[src/rtl/sr_cmd_gen.sv]
// sr_cmd_gen: debounced push-button to one-cycle SR set/reset pulse generator
module sr_cmd_gen #(
    parameter int DB_CYCLES   = 4,
    parameter int HOLD_CYCLES = 3
) (
    input  logic ck,
    input  logic rst,
    input  logic on_raw,
    input  logic off_raw,
    output logic s,
    output logic r,
    output logic busy
);
    typedef enum logic [1:0] {IDLE, PULSE_S, PULSE_R, HOLD} state_t;
    state_t     state;
    logic [1:0] raw, meta, sync, filt, rise;
    logic [7:0] cnt [2];
    logic [7:0] hcnt;
    logic       pend_on, pend_off, want_on, want_off, serve;
    assign raw = {off_raw, on_raw};
    // per button: two-flop sync, then accept a new level after DB_CYCLES+1 differing samples; flag 0->1 acceptances
    always_ff @(posedge ck) begin
        if (rst) begin
            meta <= '0;
            sync <= '0;
            filt <= '0;
            rise <= '0;
            for (int i = 0; i < 2; i++) cnt[i] <= '0;
        end else begin
            meta <= raw;
            sync <= meta;
            rise <= '0;
            for (int i = 0; i < 2; i++) begin
                if (sync[i] == filt[i]) cnt[i] <= '0;
                else if (cnt[i] == 8'(DB_CYCLES)) begin
                    filt[i] <= sync[i];
                    rise[i] <= sync[i];
                    cnt[i]  <= '0;
                end else cnt[i] <= cnt[i] + 8'd1;
            end
        end
    end
    // a decision point is any IDLE cycle or the last HOLD cycle, so pending work follows HOLD without a gap
    always_comb begin
        want_on  = rise[0] | pend_on;
        want_off = rise[1] | pend_off;
        serve    = (state == IDLE) || (state == HOLD && hcnt == 8'(HOLD_CYCLES - 1));
    end
    // pulse FSM with registered outputs; reset request wins over set, pending flags cleared when served
    always_ff @(posedge ck) begin
        if (rst) begin
            state    <= IDLE;
            hcnt     <= '0;
            pend_on  <= 1'b0;
            pend_off <= 1'b0;
            s        <= 1'b0;
            r        <= 1'b0;
            busy     <= 1'b0;
        end else if (serve) begin
            state    <= want_off ? PULSE_R : want_on ? PULSE_S : IDLE;
            hcnt     <= '0;
            pend_on  <= 1'b0;
            pend_off <= 1'b0;
            s        <= want_on & ~want_off;
            r        <= want_off;
            busy     <= want_on | want_off;
        end else begin
            state    <= HOLD;
            hcnt     <= (state == HOLD) ? hcnt + 8'd1 : 8'd0;
            pend_on  <= pend_on | rise[0];
            pend_off <= pend_off | rise[1];
            s        <= 1'b0;
            r        <= 1'b0;
            busy     <= 1'b1;
        end
    end
endmodule
[config.mk]
export PLATFORM = sky130hd
export DESIGN_NAME = sr_cmd_gen
export DESIGN_NICKNAME = d
export VERILOG_FILES = /design/src/rtl/sr_cmd_gen.sv
export SDC_FILE = /design/constraint.sdc
export NUM_CORES = 1
export LEC_CHECK = 0
export CORE_AREA = 2 2 68 70
export CTS_CLUSTER_SIZE = 25
export DETAILED_ROUTE_END_ITERATION = 10
export DIE_AREA = 0 0 70 72
export GPL_TIMING_DRIVEN = 1
export PLACE_DENSITY = 0.67
export SLEW_MARGIN = 25
export SYNTH_ARGS = -nofsm -noshare
export SYNTH_HDL_FRONTEND = slang
export SYNTH_SLANG_ARGS = --single-unit
[constraint.sdc]
create_clock -name ck -period 2.6 [get_ports ck]
set_clock_uncertainty 0.05 [all_clocks]
set_input_delay 0.26 -clock ck [delete_from_list [all_inputs] [get_ports ck]]
set_output_delay 0.26 -clock ck [all_outputs]
set_load 0.02 [all_outputs]
==> flow_metrics.py, run 1 <==
metrics = {
    "timing": {
        "rsz0062_at_grt": "false",
        "post-route-period-util_pct": 75.06,
        "finalSetupViolCount": 0,
        "finalMaxSlewViolations": 0,
        "fin_hold_ws_ns": 0.3896,
        "worst_slew_pin_slew_ns": 0.5491,
        "finalHoldViolations": 0,
        "maxSlewHeadroom_pct": 62.89,
        "min_period_ns": 1.951,
        "setup_tns_ns": 0,
        "fmax_mhz": 512.4,
        "fin_ws_ns": 0.6485,
    },
    "clock_network": {
        "clock_latency_ns": 0.30,
        "clkSinkCount": 39,
        "post_cts_buffers": 0,
        "cts-htree-levels": 2,
        "clock_path_buffers": 2,
        "cts_root_buf": "clkbuf_8",
        "path_clk_slew_ns": 0.08,
        "cts_hold_buf": 0,
        "post_cts_resized": 0,
        "cts_tree": "yes",
        "cts_made_buffers": 5,
    },
    "global_routing": {
        "grtUsageTotal_pct": 11.64,
        "grt_max_degree": 14,
        "overflow": 0,
        "antenna_found_initial": 0,
        "grt_pass1_vias": 1085,
        "grt_first_pass_wirelength_um": 4609,
    },
    "setup_path": {
        "reg2reg_depth": 5,
        "worstSetupPathType": "register to register",
        "rr_endpoint": "cnt[0][1]",
        "rrSetupSlack_ns": 0.65,
        "worstPathArrival_ns": 1.94,
        "startpoint": "cnt[0][0]",
        "cp-end-kind": "register",
        "crit_path_start_kind": "register",
        "critPathRequiredTime_ns": 2.59,
        "path_max_fanout": 8,
        "r2r_start": "cnt[0][0]",
    },
    "detailed_routing": {
        "drcViolationCount": 0,
        "wl_per_cell_um": 10.61,
        "vias_per_cell": 4.713,
        "dr.pass1.iters": 6,
        "first_iter_violations": 58,
        "wl_um": 2588,
        "ant_nets": 0,
        "via_count": 1150,
    },
    "layout": {
        "n_antenna_cell": 0,
        "layout-area-overhead-vs-synth_pct": 16.89,
        "nets": 201,
        "drive_gt1_share_pct": 8.333,
        "fin_area_um2": 2001,
    },
    "floorplanning": {
        "core.rowCount": 24,
        "core_um2": 4264,
        "dieHeight_um": 72,
        "start_util_pct": 40.14,
        "die_w_um": 70,
        "ios": 7,
        "die_area_um2": 5040,
    },
    "min_path": {
        "whs_path_depth": 1,
        "worst_hold_path_type": "register to register",
        "whs_endpoint": "sync[1]",
        "hold_path_startpoint": "meta[1]",
    },
    "yosys": {
        "yosysSeqAreaShare_pct": 54.97,
        "ys_types": 28,
        "syn_area_um2": 1712,
        "synth-edff-count": 16,
        "ys_ff_latch": 39,
        "async_reset_ff_share_pct": 0,
        "syn_avg_cell_area_um2": 10.44,
        "synth-main-ff-cell": "dfxtp_1",
        "synth_warnings": 0,
        "synth_cells": 164,
    },
    "status": {
        "outcome": "complete, no violations",
    },
    "placed_design": {
        "place_ws_ns": 0.6140,
        "placed_cell_area_um2": 1893,
        "numPortBuffers": 6,
        "gp_congestion": 0.7648,
        "dp_hpwl_um": 1820,
    },
    "power_and_ir_drop": {
        "peakVddDrop_v": 0.0002595,
        "powerDensity_nw_per_um2": 602.5,
        "power_leakage_nw": 0.7130,
    },
    "flow_run": {
        "drv_cap": 0,
    },
}
-- cells by family (layout without fill, tap and decap cells) --
logic type               after synthesis  after routing  synth area share, %
buffers and inverters                 12             25                2.632
AO/OA/AOI/OAI                         30             30                11.19
flip-flops                            39             39                54.97
other                                  1             16               0.2191
adder cells (fa/ha/maj)                6              6                4.386
AND/OR/NAND/NOR                       65             65                20.98
XOR/XNOR                              11             11                5.629
-- layer usage --
| layer | track usage (%) | wire (um) | up-vias |
|---|---|---|---|
| li1 | - | - | 624 |
| met1 | 14.35 | 1287 | 504 |
| met2 | 17.57 | 1126 | 18 |
| met3 | 5.000 | 121 | 4 |
| met4 | 5.769 | 53 | 0 |
| met5 | 0 | 0 | - |
-- flip-flops by register name, indices dropped and copies added (netlist names), 2 cells and up --
| name | count |
|---|---|
| meta | 2 |
| hcnt | 8 |
| cnt | 16 |
| filt | 2 |
| rise | 2 |
| sync | 2 |
| state | 2 |
-- layout by cell type, fill, tap and decap left out, types with 10 or more instances in the layout --
cell type   n
o21ai_0    10
or3_1      10
dfxtp_1    23
conb_1     16
nand3_1    12
nor2_1     19
a21oi_1    12
inv_1      10
edfxtp_1   16
-- cell type report --
class	instances	area, um2
Clock buffer	6	93.84
Timing Repair Buffer	7	67.56
Clock inverter	2	13.76
Tap cell	52	65.06
Inverter	10	37.54
Multi-Input combinational cell	128	782.0
Sequential cell	39	940.9
Fill cell	426	2263
-- worst max path at each step --
stage                      endpoint  slack, ns
after floorplan           cnt[0][2]       0.88
after global routing      cnt[0][2]       0.37
after detailed placement  cnt[0][2]       0.61
after CTS                 cnt[0][1]       0.61
final                     cnt[0][1]       0.65
after global placement    cnt[0][2]       0.65
-- critical path: stages (launching register included) --
cell,delay [ns]
edfxtp_1,0.48
inv_1,0.09
ha_1,0.13
nor4bb_1,0.51
a211o_1,0.36
nor2_1,0.07
-- cells in the mapped netlist (all sizes together), types with 2 or more instances --
master,instances,area [um2]
dfxtp,23,460.4
nor2,19,71.32
edfxtp,16,480.5
a21oi,12,60.06
nand3,12,60.06
inv,10,37.54
o21ai,10,50.05
or3,10,62.56
ha,6,75.07
xor2,6,52.55
nand2,5,18.77
xnor2,5,43.79
nor2b,4,25.02
nor3,4,20.02
nand4,3,18.77
a211o,2,17.52
a21bo,2,20.02
and4,2,17.52
clkbuf,2,7.510
nor3b,2,25.02
nor4bb,2,20.02
-- metrics by stage --
stage / utilization, % / cells / power (mW)
6_report: 46.92 / 244 / 1.205
3_5_place_dp: 44.40 / 236 / 0.7491
4_1_cts: 46.92 / 244 / 1.219
5_1_grt: 46.92 / 244 / 1.259
2_1_floorplan: - / 179 / 0.7291
3_3_place_gp: 44.40 / 236 / 0.7474
-- report_power, final --
| part | switching, mW | leakage [nW] | total [mW] | internal [mW] |
|---|---|---|---|---|
| Sequential | 0.0168 | 0.351 | 0.672 | 0.655 |
| Clock | 0.223 | 0.0563 | 0.470 | 0.247 |
| Combinational | 0.0337 | 0.305 | 0.0632 | 0.0294 |
Note: power is estimated with default switching activity, not from simulation.
==> inputs of run 2 (changes only) <==
--- a/config.mk
+++ b/config.mk
@@ -10,7 +10,7 @@
 export DETAILED_ROUTE_END_ITERATION = 10
 export DIE_AREA = 0 0 70 72
 export GPL_TIMING_DRIVEN = 1
-export PLACE_DENSITY = 0.67
+export PLACE_DENSITY = 0.69
 export SLEW_MARGIN = 25
 export SYNTH_ARGS = -nofsm -noshare
 export SYNTH_HDL_FRONTEND = slang
==> constraint.sdc (replaced) <==
create_clock -name ck -period 1.7 [get_ports ck]
set_clock_uncertainty 0.05 [all_clocks]
set_input_delay 0.17 -clock ck [delete_from_list [all_inputs] [get_ports ck]]
set_output_delay 0.17 -clock ck [all_outputs]
set_load 0.02 [all_outputs]
==> run 2 against run 1 <==
Fmax is 22% higher. First-iteration DRC count is 16% higher. Core utilization is 2.5 points higher. Power is 43% higher. Non-clock buffer count is 14 higher.
==> flow_metrics.py, run 2 (same netlist as run 1, synthesis figures left out) <==
metrics = {
    "status": {
        "outcome": "complete, no violations",
    },
    "power_and_ir_drop": {
        "clock_power_share_pct": 33.5,
        "power_leakage_nw": 0.7706,
        "p_seq_share_pct": 59.3,
        "power_switching_mw": 0.3689,
        "p_sw_share_pct": 21.40,
        "peakVddDrop_v": 0.0004454,
        "power_frac_comb_pct": 7.2,
        "internal-power_mw": 1.355,
        "powerDensity_nw_per_um2": 817.6,
        "total_power_mw": 1.724,
    },
    "setup_path": {
        "crit_buf_inv": 1,
        "path_max_fanout": 7,
        "crit_path_start_kind": "register",
        "cp-end-kind": "register",
        "critPathRequiredTime_ns": 1.86,
        "path_delay_family": "simple AND/OR/NAND/NOR gates",
        "cpPeakStageDelay_ns": 0.47,
        "worstPathArrival_ns": 1.76,
        "critical_path.slowest_cell": "or4b_4",
        "cp_cell_sequence": "inv_2 > ha_4 > or4b_4 > o31ai_4 > nor3b_2",
        "worstSetupPathType": "register to register",
    },
    "timing": {
        "finalMaxSlewViolations": 0,
        "finalSetupViolCount": 0,
        "fmax_mhz": 622.9,
        "setup_tns_ns": 0,
        "finalHoldViolations": 0,
        "post-route-period-util_pct": 94.43,
        "min_period_ns": 1.605,
        "fin_hold_ws_ns": 0.3885,
        "rsz0062_at_grt": "true",
    },
    "placed_design": {
        "placed_cell_area_um2": 2011,
        "numPortBuffers": 6,
        "gp_congestion": 0.8095,
        "dp_hpwl_um": 2059,
    },
    "global_routing": {
        "grt_first_pass_wirelength_um": 4961,
        "grt_max_degree": 12,
        "grtUsageTotal_pct": 12.24,
        "antenna_found_initial": 0,
        "overflow": 0,
        "grt_pass1_vias": 1210,
    },
    "flow_run": {
        "drv_cap": 0,
    },
    "clock_network": {
        "cts_tree": "yes",
        "path_clk_slew_ns": 0.07,
        "clkSinkCount": 39,
        "cts_made_buffers": 5,
        "clock_path_buffers": 2,
        "cts_hold_buf": 0,
        "cts_root_buf": "clkbuf_8",
        "clock_latency_ns": 0.28,
        "cts-htree-levels": 2,
        "post_cts_buffers": 0,
    },
    "floorplanning": {
        "die_w_um": 70,
        "ios": 7,
        "dieHeight_um": 72,
        "start_util_pct": 40.14,
        "die_area_um2": 5040,
        "core_um2": 4264,
        "core.rowCount": 24,
    },
    "detailed_routing": {
        "via_count": 1231,
        "first_iter_violations": 67,
        "vias_per_cell": 4.771,
        "drcViolationCount": 0,
        "wl_um": 2714,
        "wl_per_cell_um": 10.52,
        "ant_nets": 0,
        "dr.pass1.iters": 4,
    },
    "layout": {
        "n_antenna_cell": 0,
        "layout-area-overhead-vs-synth_pct": 23.17,
        "largest_reg_flops": 16,
        "drive_gt1_share_pct": 16.99,
        "fin_area_um2": 2108,
        "final_cell_mix": "dfxtp_1, nor2_1, edfxtp_1, conb_1, buf_4",
        "nets": 215,
        "top_register": "cnt",
        "top_regs": "cnt: 16 flops, hcnt: 8 flops",
        "utilization_pct": 49.44,
        "final_common_cell": "dfxtp_1",
    },
    "min_path": {
        "worst_hold_path_type": "register to register",
    },
}
-- run 2: cell types whose count changed in the layout (fill, tap and decap cells not counted), moves of 2 or more --
cell | previous run | this run
dfxtp_1 | 23 | 21
dfxtp_2 | 0 | 2
buf_4 | 1 | 15
clkbuf_1 | 0 | 3
a211o_1 | 2 | 0
nor4bb_1 | 2 | 0
nor4bb_2 | 0 | 2
a211o_2 | 0 | 2
-- run 2: cell type report --
cell class                 count  area (um2)
fill                         416        2156
sequential                    39       943.4
multi-input combinational    128       809.5
timing repair buffer          21       172.7
clock buffer                   8       80.08
tap                           52       65.06
inverter                      10       37.54
-- run 2: per-layer routing --
metal  up-vias  wire [um]  part of all wire, %  global-route usage (%)
met2        14       1316                   48                   20.95
met1       557       1282                   47                   14.58
li1        655          -                    -                       -
met3         5         80                  2.9                   3.472
met5         -          0                    0                       0
met4         0         34                  1.3                   5.128
-- run 2: final timing paths --
check / start / depth (start not counted) / slack, ns / endpoint
worst max-delay path: hcnt[0] / 5 / 0.09 / r
worst min-delay path: meta[1] / 1 / 0.39 / sync[1]
worst max register to register: hcnt[0] / 5 / 0.09 / r
worst min register to register: meta[1] / 1 / 0.39 / sync[1]
-- run 2: timing repair --
action	CTS	global route
resized for setup	0	7
endpoints found under the hold margin	0	0
setup endpoints to repair	0	28
-- run 2: power groups by stage --
stage | clock, mW | sequential, mW | combinational [mW]
6_report | 0.578 | 1.02 | 0.124
5_1_grt | 0.639 | 1.03 | 0.139
4_1_cts | 0.604 | 1.02 | 0.123
3_5_place_dp | 0 | 1.04 | 0.122
3_3_place_gp | 0 | 1.04 | 0.121
2_1_floorplan | 0 | 1.05 | 0.0708
-- run 2: stage by stage --
| stage | worst slack, ns | std cells |
|---|---|---|
| 2_1_floorplan | 0.06586 | 179 |
| 3_3_place_gp | 0.06282 | 250 |
| 3_5_place_dp | 0.05055 | 250 |
| 4_1_cts | 0.02228 | 258 |
| 5_1_grt | -0.003761 | 258 |
| 6_report | 0.09472 | 258 |
==> edit: new RTL, settings of run 2 <==
Add an input register stage for `on_raw` and `off_raw`, with the module's reset; this delays them by one clock.
--- a/src/rtl/sr_cmd_gen.sv
+++ b/src/rtl/sr_cmd_gen.sv
@@ -14,2 +14,16 @@
     typedef enum logic [1:0] {IDLE, PULSE_S, PULSE_R, HOLD} state_t;
+
+    logic on_raw_q;
+    logic off_raw_q;
+
+    always_ff @(posedge ck) begin
+        if (rst) begin
+            on_raw_q  <= '0;
+            off_raw_q <= '0;
+        end else begin
+            on_raw_q  <= on_raw;
+            off_raw_q <= off_raw;
+        end
+    end
+
     state_t     state;
@@ -19,3 +33,3 @@
     logic       pend_on, pend_off, want_on, want_off, serve;
-    assign raw = {off_raw, on_raw};
+    assign raw = {off_raw_q, on_raw_q};
     // per button: two-flop sync, then accept a new level after DB_CYCLES+1 differing samples; flag 0->1 acceptances
Formal check against the unedited RTL: not equivalent (Yosys sat finds a counterexample within 10 cycles, from zero or initial values and one cycle with rst high).
==> edit against run 2 <==
- area after synthesis rose by 3.4%
- wire length fell by 4.6%
- global-route usage fell by 0.54 points
- total power rose by 3.0%
- setup slack improved by 0.021 ns
- sequential cell count rose by 2
- via count rose by 1.7%
- die area did not move
- design area rose by 1.4%
==> edit: results (changes against run 2) <==
{
  "cts_max_level": {"value": 2, "change": "unchanged"},
  "drive_above_1_share": {"value": 13.7, "unit": "%", "change": "-3.3 points"},
  "synth_compound_area_share": {"value": 10.5, "unit": "%", "change": "-0.72 points"},
  "internal_power": {"value": 1.39, "unit": "mW", "change": "+2.3%"},
  "netlist_top_cells_area": {"value": "dfxtp_1, edfxtp_1, ha_1"},
  "route.vias.total": {"value": 1252, "change": "+1.7%"},
  "setup_fix_bufs_post_cts": {"value": 0, "change": "unchanged"},
  "r2r_slack": {"value": 0.12, "unit": "ns", "change": "+0.02 ns"},
  "seq_total_area_yosys": {"value": 55.4, "unit": "%", "change": "+0.47 points"},
  "worst_ir_drop_vdd": {"value": 422, "unit": "uV", "change": "-5.3%"},
  "largest_registers": {"value": "cnt: 16 flops, hcnt: 8 flops"},
  "detailedRoute.firstIterationViolations": {"value": 48, "change": "-28%"},
  "gp_congestion": {"value": 0.764, "change": "-5.7%"},
  "synth-xor-area-share": {"value": 5.45, "unit": "%", "change": "-0.18 points"},
  "grt_start_max_net_pins": {"value": 13, "change": "+1"},
  "run_status": {"value": "finished, final reports clean"},
  "num-fill-cells": {"value": 401, "change": "-3.6%"},
  "timing.fmax": {"value": 0.631, "unit": "GHz", "change": "+1.3%"},
  "first_pass_grt_wire_length": {"value": 4.66, "unit": "mm", "change": "-6.1%"},
  "fin_nets": {"value": 221, "change": "+2.8%"},
  "avgRoutedWirePerCell": {"value": 9.81, "unit": "um", "change": "-6.7%"},
  "place_hpwl": {"value": 1.96, "unit": "mm", "change": "-4.7%"},
  "first_global_vias": {"value": 1103, "change": "-8.8%"},
  "leakage_power": {"value": 0.790, "unit": "nW", "change": "+2.5%"},
  "clk-insertion-delay-late": {"value": 0.29, "unit": "ns"},
  "global_route_usage_over_all_layers": {"value": 11.7, "unit": "%", "change": "-0.54 points"},
  "synth.cells.most_frequent": {"value": "dfxtp_1, nor2_1, edfxtp_1"},
  "synth-adder-area-share": {"value": 4.24, "unit": "%", "change": "-0.14 points"},
  "synth_cell_types": {"value": 30, "change": "+7.1%"}
}
edit: cell types whose count changed after synthesis, moves of 2 or more:
cell and delta:
dfxtp_1 +2, or3_1 +2, nor2b_1 +2, inv_1 +2
edit: cell type report:
cell class	count	area, um2	share of cell area (%)
sequential	41	981	45.9
multi-input combinational	131	800	37.4
clock buffer	6	72.6	3.39
tap	52	65.1	3.04
clock inverter	2	10.0	0.468
timing repair buffer	20	165	7.72
inverter	12	45.0	2.11
edit: per-stage QoR:
| stage | area (um2) | utilization [%] | setup slack, ns | std cells | hold slack (ns) |
|---|---|---|---|---|---|
| after floorplan | 1830 | - | 0.0598 | 186 | 0.248 |
| after global placement | 2050 | 48.2 | 0.104 | 256 | 0.370 |
| after detailed placement | 2050 | 48.2 | 0.0861 | 256 | 0.371 |
| after CTS | 2140 | 50.1 | 0.0744 | 264 | 0.379 |
| after global routing | 2140 | 50.1 | 0.0165 | 264 | 0.394 |
| final | 2140 | 50.1 | 0.116 | 264 | 0.383 |
edit: critical path: stages (launching register included):
cell	delay [ns]
dfxtp_1	0.31
inv_1	0.05
ha_1	0.12
or4b_4	0.47
o31ai_4	0.30
nor3b_2	0.21
edit: how the worst min path moves through the flow:
stage	startpoint	end	depth (start not counted)
after floorplan	off_raw	off_raw_q	1
after global placement	meta[1]	sync[1]	1
after detailed placement	off_raw_q	meta[1]	1
after CTS	off_raw	off_raw_q	2
after global routing	meta[1]	sync[1]	1
final	meta[1]	sync[1]	1
edit: logic make-up (layout without fill, tap and decap cells):
| logic type | after synthesis | in the layout |
|---|---|---|
| simple gates | 68 | 68 |
| flops | 41 | 41 |
| compound gates | 30 | 30 |
| buf+inv | 14 | 40 |
| xor+xnor | 11 | 11 |
| fa+ha+maj | 6 | 6 |
| other cells | 1 | 16 |
edit: power groups by stage:
| stage | logic [mW] | clock network, mW | registers (mW) |
|---|---|---|---|
| 2_1_floorplan | 0.0674 | 0 | 1.09 |
| 6_report | 0.109 | 0.600 | 1.07 |
| 3_5_place_dp | 0.108 | 0 | 1.09 |
| 3_3_place_gp | 0.107 | 0 | 1.09 |
| 4_1_cts | 0.109 | 0.626 | 1.07 |
| 5_1_grt | 0.124 | 0.653 | 1.07 |
edit: metal layers:
layer | GRT usage [%] | vias to the layer above | wire, um
met5 | 0 | - | 0
met4 | 5.98 | 0 | 46
met3 | 3.75 | 4 | 99
met2 | 18.4 | 15 | 1160
met1 | 14.6 | 568 | 1290
li1 | - | 665 | -
